## src/rtl/dot_scan.sv

```systemverilog
// dot_scan: row-multiplexed scan driver for the 16x8 dot-matrix LED panel.
// A shadow buffer holds newly loaded frames until the row 7 -> row 0 wrap,
// so the panel never shows half of one frame and half of another. Every row
// slot starts with a short dark interval to suppress ghosting.
// Optional feature macro: DOT_CURSOR_BLINK_EN (blinking cursor overlay).
module dot_scan #(
  parameter int ROW_CYCLES   = 5000,
  parameter int BLANK_CYCLES = 50
`ifdef DOT_CURSOR_BLINK_EN
  ,
  parameter int BLINK_FRAMES = 64
`endif
) (
  input  logic         clock,
  input  logic         reset,
  input  logic [127:0] frame_in,
  input  logic         frame_load,
`ifdef DOT_CURSOR_BLINK_EN
  input  logic         cursor_en,
  input  logic [6:0]   cursor_idx,
`endif
  output logic         frame_pending,
  output logic         frame_done,
  output logic         frame_tick,
  output logic [2:0]   row_idx,
  output logic [7:0]   dotR,
  output logic [15:0]  dotC
);

  localparam int CNT_W = (ROW_CYCLES > 1) ? $clog2(ROW_CYCLES) : 1;
  localparam logic [CNT_W-1:0] CNT_LAST = CNT_W'(ROW_CYCLES - 1);

  logic [CNT_W-1:0] cnt;
  logic [CNT_W-1:0] cnt_nxt;
  logic [2:0]       row_nxt;
  logic [127:0]     active;
  logic [127:0]     shadow;
  logic [127:0]     active_nxt;
  logic [127:0]     shadow_nxt;
  logic             pending_nxt;
  logic             done_nxt;
  logic             slot_end;
  logic             boundary;
  logic             blank_nxt;
  logic [15:0]      row_data;

`ifdef DOT_CURSOR_BLINK_EN
  localparam int BLINK_W = (BLINK_FRAMES > 1) ? $clog2(BLINK_FRAMES) : 1;
  localparam logic [BLINK_W-1:0] BLINK_LAST = BLINK_W'(BLINK_FRAMES - 1);

  logic [BLINK_W-1:0] blink_cnt;
  logic [BLINK_W-1:0] blink_cnt_nxt;
  logic               phase;
  logic               phase_nxt;
`endif

  // Next scan position plus the load/commit handshake; commits only at the frame wrap
  always_comb begin
    slot_end    = (cnt == CNT_LAST);
    boundary    = slot_end && (row_idx == 3'd7);
    cnt_nxt     = slot_end ? '0 : cnt + 1'b1;
    row_nxt     = slot_end ? row_idx + 3'd1 : row_idx;
    active_nxt  = active;
    shadow_nxt  = shadow;
    pending_nxt = frame_pending;
    done_nxt    = 1'b0;
    if (boundary) begin
      if (frame_load) begin
        active_nxt  = frame_in;
        shadow_nxt  = frame_in;
        pending_nxt = 1'b0;
        done_nxt    = 1'b1;
      end else if (frame_pending) begin
        active_nxt  = shadow;
        pending_nxt = 1'b0;
        done_nxt    = 1'b1;
      end
    end else if (frame_load) begin
      shadow_nxt  = frame_in;
      pending_nxt = 1'b1;
    end
  end

`ifdef DOT_CURSOR_BLINK_EN
  // Blink phase flips once every BLINK_FRAMES frame wraps
  always_comb begin
    blink_cnt_nxt = blink_cnt;
    phase_nxt     = phase;
    if (boundary) begin
      if (blink_cnt == BLINK_LAST) begin
        blink_cnt_nxt = '0;
        phase_nxt     = ~phase;
      end else begin
        blink_cnt_nxt = blink_cnt + 1'b1;
      end
    end
  end
`endif

  // Column data for the upcoming cycle, taken from the buffer as it will be after this edge
  always_comb begin
    blank_nxt = int'(cnt_nxt) < BLANK_CYCLES;
    row_data  = active_nxt[{row_nxt, 4'b0000} +: 16];
`ifdef DOT_CURSOR_BLINK_EN
    if (cursor_en && phase_nxt && (cursor_idx[6:4] == row_nxt)) begin
      row_data[cursor_idx[3:0]] = ~row_data[cursor_idx[3:0]];
    end
`endif
  end

  // State and registered panel outputs, all matching the scan position of the same cycle
  always_ff @(posedge clock or negedge reset) begin
    if (!reset) begin
      cnt           <= '0;
      row_idx       <= 3'd0;
      active        <= '0;
      shadow        <= '0;
      frame_pending <= 1'b0;
      frame_done    <= 1'b0;
      frame_tick    <= 1'b0;
      dotR          <= 8'hFF;
      dotC          <= 16'h0000;
    end else begin
      cnt           <= cnt_nxt;
      row_idx       <= row_nxt;
      active        <= active_nxt;
      shadow        <= shadow_nxt;
      frame_pending <= pending_nxt;
      frame_done    <= done_nxt;
      frame_tick    <= boundary;
      dotR          <= blank_nxt ? 8'hFF : ~(8'h80 >> row_nxt);
      dotC          <= blank_nxt ? 16'h0000 : row_data;
    end
  end

`ifdef DOT_CURSOR_BLINK_EN
  // Blink bookkeeping registers
  always_ff @(posedge clock or negedge reset) begin
    if (!reset) begin
      blink_cnt <= '0;
      phase     <= 1'b0;
    end else begin
      blink_cnt <= blink_cnt_nxt;
      phase     <= phase_nxt;
    end
  end
`endif

endmodule

```

## config.mk

```make
export PLATFORM = sky130hd
export DESIGN_NAME = dot_scan
export DESIGN_NICKNAME = d
export VERILOG_FILES = /design/src/rtl/dot_scan.sv
export SDC_FILE = /design/constraint.sdc
export NUM_CORES = 1
export LEC_CHECK = 0
export CAP_MARGIN = 20
export CELL_PAD_IN_SITES_DETAIL_PLACEMENT = 0
export CELL_PAD_IN_SITES_GLOBAL_PLACEMENT = 1
export CORE_MARGIN = 2
export CORE_UTILIZATION = 49
export DETAILED_ROUTE_END_ITERATION = 7
export PLACE_DENSITY = 0.86
export SLEW_MARGIN = 20
export SYNTH_ARGS = -nofsm -noshare
export SYNTH_HDL_FRONTEND = slang
export SYNTH_SLANG_ARGS = --single-unit
```

## constraint.sdc

```tcl
create_clock -name clock -period 5.7 [get_ports clock]
set_input_delay 1.71 -clock clock [delete_from_list [all_inputs] [get_ports clock]]
set_output_delay 1.71 -clock clock [all_outputs]
set_load 0.01 [all_outputs]
```

==> results of run 1 <==
## logic make-up (layout without fill, tap and decap cells)
logic type      after synthesis  after routing  share of synthesized area
fa+ha+maj                     3              3                    0.00265
simple gates                233            233                     0.0880
compound gates              416            416                      0.219
buf+inv                     132            270                     0.0417
xor+xnor                     13             13                    0.00857
flops                       299            299                      0.529
mux                         141            141                      0.111
## registers in the layout, summed over array words and instances (netlist names)
signal         count
dotR               8
active           128
row_idx            3
cnt               13
frame_done         1
frame_pending      1
frame_tick         1
dotC              16
shadow           128
## cells in the mapped netlist, types with 3 or more instances
| master | number |
|---|---|
| a32o_1 | 21 |
| buf_6 | 7 |
| o211a_1 | 10 |
| mux2_2 | 116 |
| nand3b_1 | 3 |
| o21ai_0 | 60 |
| a311oi_1 | 8 |
| nand2_1 | 70 |
| nor2_1 | 46 |
| or2_2 | 8 |
| a41oi_1 | 4 |
| a22o_1 | 24 |
| a32oi_1 | 18 |
| a21oi_1 | 56 |
| inv_1 | 18 |
| mux2i_1 | 24 |
| xor2_1 | 7 |
| o221a_2 | 18 |
| buf_2 | 27 |
| or3_1 | 5 |
| or2_1 | 3 |
| a22oi_1 | 90 |
| dfstp_2 | 8 |
| nand4_1 | 14 |
| nor2b_1 | 46 |
| clkbuf_1 | 73 |
| o22ai_1 | 6 |
| ha_1 | 3 |
| nor3_1 | 5 |
| a31oi_1 | 49 |
| o32a_1 | 18 |
| a221o_1 | 22 |
| or4_1 | 3 |
| xnor2_1 | 5 |
| dfrtp_1 | 291 |
| nand3_1 | 9 |
## path summary, 6_finish.rpt
kind | start | end | slack, ns | cells after the start
setup / recovery | cnt[0] | dotC[3] | 1.64 | 9
hold reg to reg | active[123] | active[123] | 0.50 | 2
setup reg to reg | cnt[0] | dotC[3] | 1.64 | 9
hold / removal | active[123] | active[123] | 0.50 | 2
max in group asynchronous | reset | dotR[6] | 3.22 | 2
min in group asynchronous | reset | shadow[48] | 1.29 | 1
## area by class of cell
cell class | count | area, µm²
inverters | 21 | 80.1
well taps | 384 | 480
repair buffers | 186 | 1850
clock buffers | 53 | 1090
clock inverters | 10 | 106
flip-flops and latches | 299 | 7490
multi-input cells | 806 | 6090
fillers | 2343 | 11400
## critical path, stage by stage (launching register included)
cell and delay, ns:
dfrtp_1 0.39, ha_1 0.30, and4_1 0.39, nand4_4 0.28, xor2_2 0.43, buf_4 0.32
clkinv_2 0.59, nor3_1 0.79, a22oi_1 0.22, a41oi_1 0.25
## per-layer routing
metal  GRT usage  share of wire  wire length (µm)
met1       0.366           0.44             17300
met2       0.410           0.47             18600
met3      0.0431          0.061              2430
met4      0.0875          0.031              1230
met5           0              0                 0
## stage by stage
stage          std cells  hold slack [ns]
3_5_place_dp        1696            0.483
5_1_grt             1759            0.516
3_3_place_gp        1696            0.471
6_report            1759            0.496
4_1_cts             1759            0.498
2_1_floorplan       1237            0.455
## report_power, final
group / switching [W] / total [W] / internal, W
sequential: 0.0000677 / 0.00232 / 0.00226
combinational: 0.000191 / 0.000412 / 0.000221
clock: 0.000880 / 0.00229 / 0.00141
==> impl_metrics.env, run 1 <==
export IMPL_gp_congestion=0.830
export IMPL_synth_cells=1237
export IMPL_power_leakage_nw=7.11
export IMPL_relSlewSlack=0.284
export IMPL_skew_ns=0.0191
export IMPL_std_cell_rows=62
export IMPL_tritoncts="yes"
export IMPL_arrival_ns=4.48
export IMPL_finalCritPeriodShare=0.712
export IMPL_post_cts_setup_buffers=0
export IMPL_min_period_ns=4.06
export IMPL_cts_buffers_inserted=35
export IMPL_routed_wl_mm=39.5
export IMPL_core_area_mm2=0.0285
export IMPL_layout_drive_gt1_share=0.185
export IMPL_path_class="reg -> reg"
export IMPL_die_height_um=174
export IMPL_netlist_area_mm2=0.0142
export IMPL_yosysUniqueCellTypes=68
export IMPL_ctsHoldBuffers=0
export IMPL_fin_nets=1483
export IMPL_setup_ws_ns=1.64
export IMPL_synth_top_cell_area_share=0.514
export IMPL_final_hold_viol_count=0
export IMPL_grt_pass1_vias=10981
export IMPL_ioPinCount=161
export IMPL_yosys_register_bits=299
export IMPL_cts_max_path_buffers=3
export IMPL_async_flop_share=1.00
export IMPL_finalCoreUtilization=0.602
export IMPL_max_cap_violations=0
export IMPL_hold_path_class="reg -> reg"
export IMPL_endpoint_kind="flip-flop"
export IMPL_cp_max_fo=37
export IMPL_n_antenna_cell=0
export IMPL_final_cell_mix="dfrtp_1 (290), clkdlybuf4s50_1 (158), mux2_2 (116)"
export IMPL_rsz0062_at_grt="no"
export IMPL_vias=11016
export IMPL_area_growth_pct=21.4
export IMPL_layout_commonest_cell="dfrtp_1"
export IMPL_root_buffer="clkbuf_16"
export IMPL_grt_pass1_wl_mm=62.3
export IMPL_viasPerCell=6.26
export IMPL_clk_pin_slew_worst_paths_ns=0.06
export IMPL_synth_edff_count=0
export IMPL_start_util=0.496
export IMPL_cts_sinks=299
export IMPL_peakVddDrop_v=0.000233
export IMPL_power_w=0.00502
export IMPL_drtIter0Drc=1052
export IMPL_ys_seq_area_frac=0.529
export IMPL_clock_fmax_ghz=0.246
export IMPL_drv_slew=0
export IMPL_portBuffers=160
export IMPL_fin_area_mm2=0.0172
export IMPL_die_x_um=174
export IMPL_grt_use_total=0.259
export IMPL_tightest_slew_ns=1.07
export IMPL_cts_resized_gates=0
export IMPL_synth_area_top_cells="dfrtp_1 (51%), mux2_2 (9.2%), a22oi_1 (4.8%), a31oi_1 (2.2%), o21ai_0 (2.1%)"
export IMPL_die_area_mm2=0.0303
export IMPL_synth_top_area_cell="dfrtp_1"
export IMPL_synth_ff_type="dfrtp_1"
export IMPL_synth_area_per_cell_um2=11.4
export IMPL_dp_slack_ns=1.33
export IMPL_crit_required_ns=6.12
export IMPL_grt_max_degree=127
export IMPL_ant_nets=0
export IMPL_antenna_found_initial=0
export IMPL_clock_latency_ns=0.51
export IMPL_power_density_mw_per_mm2=292
export IMPL_wl_per_cell_um=22.5
export IMPL_drc_errors=0
export IMPL_outcome="finished clean"
export IMPL_placed_area_mm2=0.0160
export IMPL_start_kind="flip-flop"
export IMPL_syn_nets=1371
export IMPL_dp_hpwl_mm=25.2
export IMPL_tns_ns=0
export IMPL_setup_viol=0
export IMPL_grt_remaining_overflow=0
export IMPL_h_tree_depth=2
export IMPL_first_pass_iters=5
export IMPL_ys_warn_count=0
Power figures use the tool's default switching activity.
==> run 2: changes to the inputs <==
--- a/config.mk
+++ b/config.mk
@@ -9,9 +9,9 @@
 export CELL_PAD_IN_SITES_DETAIL_PLACEMENT = 0
 export CELL_PAD_IN_SITES_GLOBAL_PLACEMENT = 1
 export CORE_MARGIN = 2
-export CORE_UTILIZATION = 49
+export CORE_UTILIZATION = 45
 export DETAILED_ROUTE_END_ITERATION = 7
-export PLACE_DENSITY = 0.86
+export PLACE_DENSITY = 0.8
 export SLEW_MARGIN = 20
 export SYNTH_ARGS = -nofsm -noshare
 export SYNTH_HDL_FRONTEND = slang
==> constraint.sdc (replaced) <==
create_clock -name clock -period 3.93 [get_ports clock]
set_input_delay 1.179 -clock clock [delete_from_list [all_inputs] [get_ports clock]]
set_output_delay 1.179 -clock clock [all_outputs]
set_load 0.01 [all_outputs]
==> run 2 against run 1 <==
Compared with the run above: sequential power increased by 45%; utilization decreased by 4.2 points; maximum frequency increased by 23%; cell count increased by 1.3%; register-to-register slack got worse by 1.0 ns; total power increased by 41%; sequential share of layout area decreased by 0.098 points; wire length increased by 2.6%.
==> impl_metrics.env, run 2 (synthesized netlist as in run 1, its figures left out) <==
export IMPL_power_leakage_nw=7.12
export IMPL_post_cts_setup_buffers=0
export IMPL_ant_nets=0
export IMPL_grt_pass1_wl_mm=63.8
export IMPL_wl_met1_mm=17.7
export IMPL_reg2regPathDepth=7
export IMPL_setup_viol=0
export IMPL_antenna_found_initial=0
export IMPL_viasPerCell=6.18
export IMPL_cts_buffers_inserted=34
export IMPL_n_antenna_cell=0
export IMPL_gp_congestion=0.813
export IMPL_ff_latch_area_mm2=0.00749
export IMPL_top_layer="met4"
export IMPL_hold_path_class="reg -> reg"
export IMPL_path_class="reg -> reg"
export IMPL_outcome="finished clean"
export IMPL_tritoncts="yes"
export IMPL_final_cell_mix="dfrtp_1 (290), clkdlybuf4s50_1 (158), mux2_2 (116)"
export IMPL_core_area_mm2=0.0307
export IMPL_drc_errors=0
export IMPL_ctsHoldBuffers=0
export IMPL_cts_resized_gates=0
export IMPL_wl_met2_mm=18.8
export IMPL_fill_cells=2642
export IMPL_clock_latency_ns=0.51
export IMPL_cp_max_fo=12
export IMPL_wl_met3_mm=2.29
export IMPL_routed_wl_mm=40.6
export IMPL_die_height_um=181
export IMPL_finalCritPeriodShare=0.842
export IMPL_min_period_ns=3.31
export IMPL_layout_commonest_cell="dfrtp_1"
export IMPL_top_regs="active: 128 flops, shadow: 128 flops, dotC: 16 flops"
export IMPL_clk_pin_slew_worst_paths_ns=0.06
export IMPL_start_kind="flip-flop"
export IMPL_std_cell_rows=64
export IMPL_dp_hpwl_mm=26.8
export IMPL_multi_input_area_mm2=0.00609
export IMPL_root_buffer="clkbuf_16"
export IMPL_portBuffers=160
export IMPL_grt_remaining_overflow=0
export IMPL_start_util=0.461
export IMPL_crit_required_ns=4.35
export IMPL_critPathLaunch="cnt[3]"
export IMPL_cp_common_cell="nor3_1"
export IMPL_area_growth_pct=21.7
export IMPL_drv_slew=0
export IMPL_fin_nets=1494
export IMPL_max_stage_delay_ns=0.70
export IMPL_die_area_mm2=0.0329
export IMPL_rr_endpoint="dotC[15]"
export IMPL_grt_use_total=0.247
export IMPL_die_x_um=181
export IMPL_endpoint_kind="flip-flop"
export IMPL_cts_sinks=299
export IMPL_h_tree_depth=2
export IMPL_relSlewSlack=0.293
export IMPL_peakVddDrop_v=0.000262
export IMPL_tns_ns=0
export IMPL_grt_pass1_vias=11114
export IMPL_critPathSlowestCell="nor3_1"
export IMPL_rr_startpoint="cnt[3]"
export IMPL_power_density_mw_per_mm2=412
export IMPL_power_w=0.00710
export IMPL_cp_cell_sequence="nor3_1 -> nand4_4 -> xor2_2 -> clkinv_2 -> nor3_1 -> a22oi_1 -> a41oi_1"
export IMPL_first_pass_iters=5
export IMPL_crit_end="dotC[15]"
export IMPL_max_cap_violations=0
export IMPL_layout_drive_gt1_share=0.184
export IMPL_rsz0062_at_grt="no"
export IMPL_ioPinCount=161
export IMPL_grt_max_degree=123
export IMPL_tightest_slew_ns=1.06
export IMPL_drtIter0Drc=1054
export IMPL_wl_per_cell_um=22.8
export IMPL_clock_fmax_ghz=0.302
export IMPL_skew_ns=0.0159
export IMPL_final_hold_viol_count=0
export IMPL_arrival_ns=3.73
export IMPL_vias=11010
export IMPL_rrSetupSlack_ns=0.62
export IMPL_min_path_cells=1
export IMPL_cts_max_path_buffers=3
[run 2: changes by cell type in the layout (fill, tap and decap cells not counted)]
cell,delta
clkinv_2,-5
buf_4,+10
clkinvlp_4,-1
buf_12,+2
bufinv_16,-2
clkinv_4,-1
clkbuf_1,+10
clkbuf_8,-2
[run 2: worst min path at each step]
stage / start / to / slack [ns]
global placement: cnt[0] / cnt[0] / 0.47
CTS: cnt[0] / cnt[0] / 0.48
detailed placement: cnt[0] / cnt[0] / 0.48
global route: cnt[0] / cnt[0] / 0.50
finish: cnt[0] / cnt[0] / 0.48
floorplan: cnt[0] / cnt[0] / 0.45
[run 2: power breakdown]
group | internal (W) | total, W | switching (W)
registers | 0.00327 | 0.00337 | 0.0000954
logic | 0.000327 | 0.000624 | 0.000297
clock network | 0.00188 | 0.00310 | 0.00123
[run 2: critical path: cells and delay by family (launching register included)]
family / cells / cell delay [ns]
AND/OR/NAND/NOR: 3 / 1.56
AO/OA/AOI/OAI: 2 / 0.53
flip-flops: 1 / 0.52
XOR/XNOR: 1 / 0.41
buffers and inverters: 1 / 0.19
[run 2: final cells by class]
| cell class | count | area share |
|---|---|---|
| tap | 396 | 0.0288 |
| inverter | 21 | 0.00465 |
| timing repair buffer | 198 | 0.114 |
| sequential | 299 | 0.435 |
| clock buffer | 61 | 0.0636 |
| clock inverter | 1 | 0.000291 |
| multi-input combinational | 806 | 0.353 |
[run 2: per-layer routing]
metal,GRT usage,up-vias
li1,-,4963
met1,0.336,5594
met2,0.392,363
met3,0.0443,90
met4,0.101,0
met5,0,-
[run 2: stage by stage]
| step | cell area [µm²] | hold slack, ns | util | setup slack (ns) | std cells |
|---|---|---|---|---|---|
| after floorplan | 14200 | 0.455 | - | 0.786 | 1237 |
| after global placement | 16100 | 0.472 | 0.524 | 0.567 | 1720 |
| after detailed placement | 16100 | 0.476 | 0.524 | 0.484 | 1720 |
| after CTS | 17200 | 0.483 | 0.560 | 0.682 | 1782 |
| after global routing | 17200 | 0.505 | 0.560 | 0.407 | 1782 |
| final | 17200 | 0.479 | 0.560 | 0.621 | 1782 |
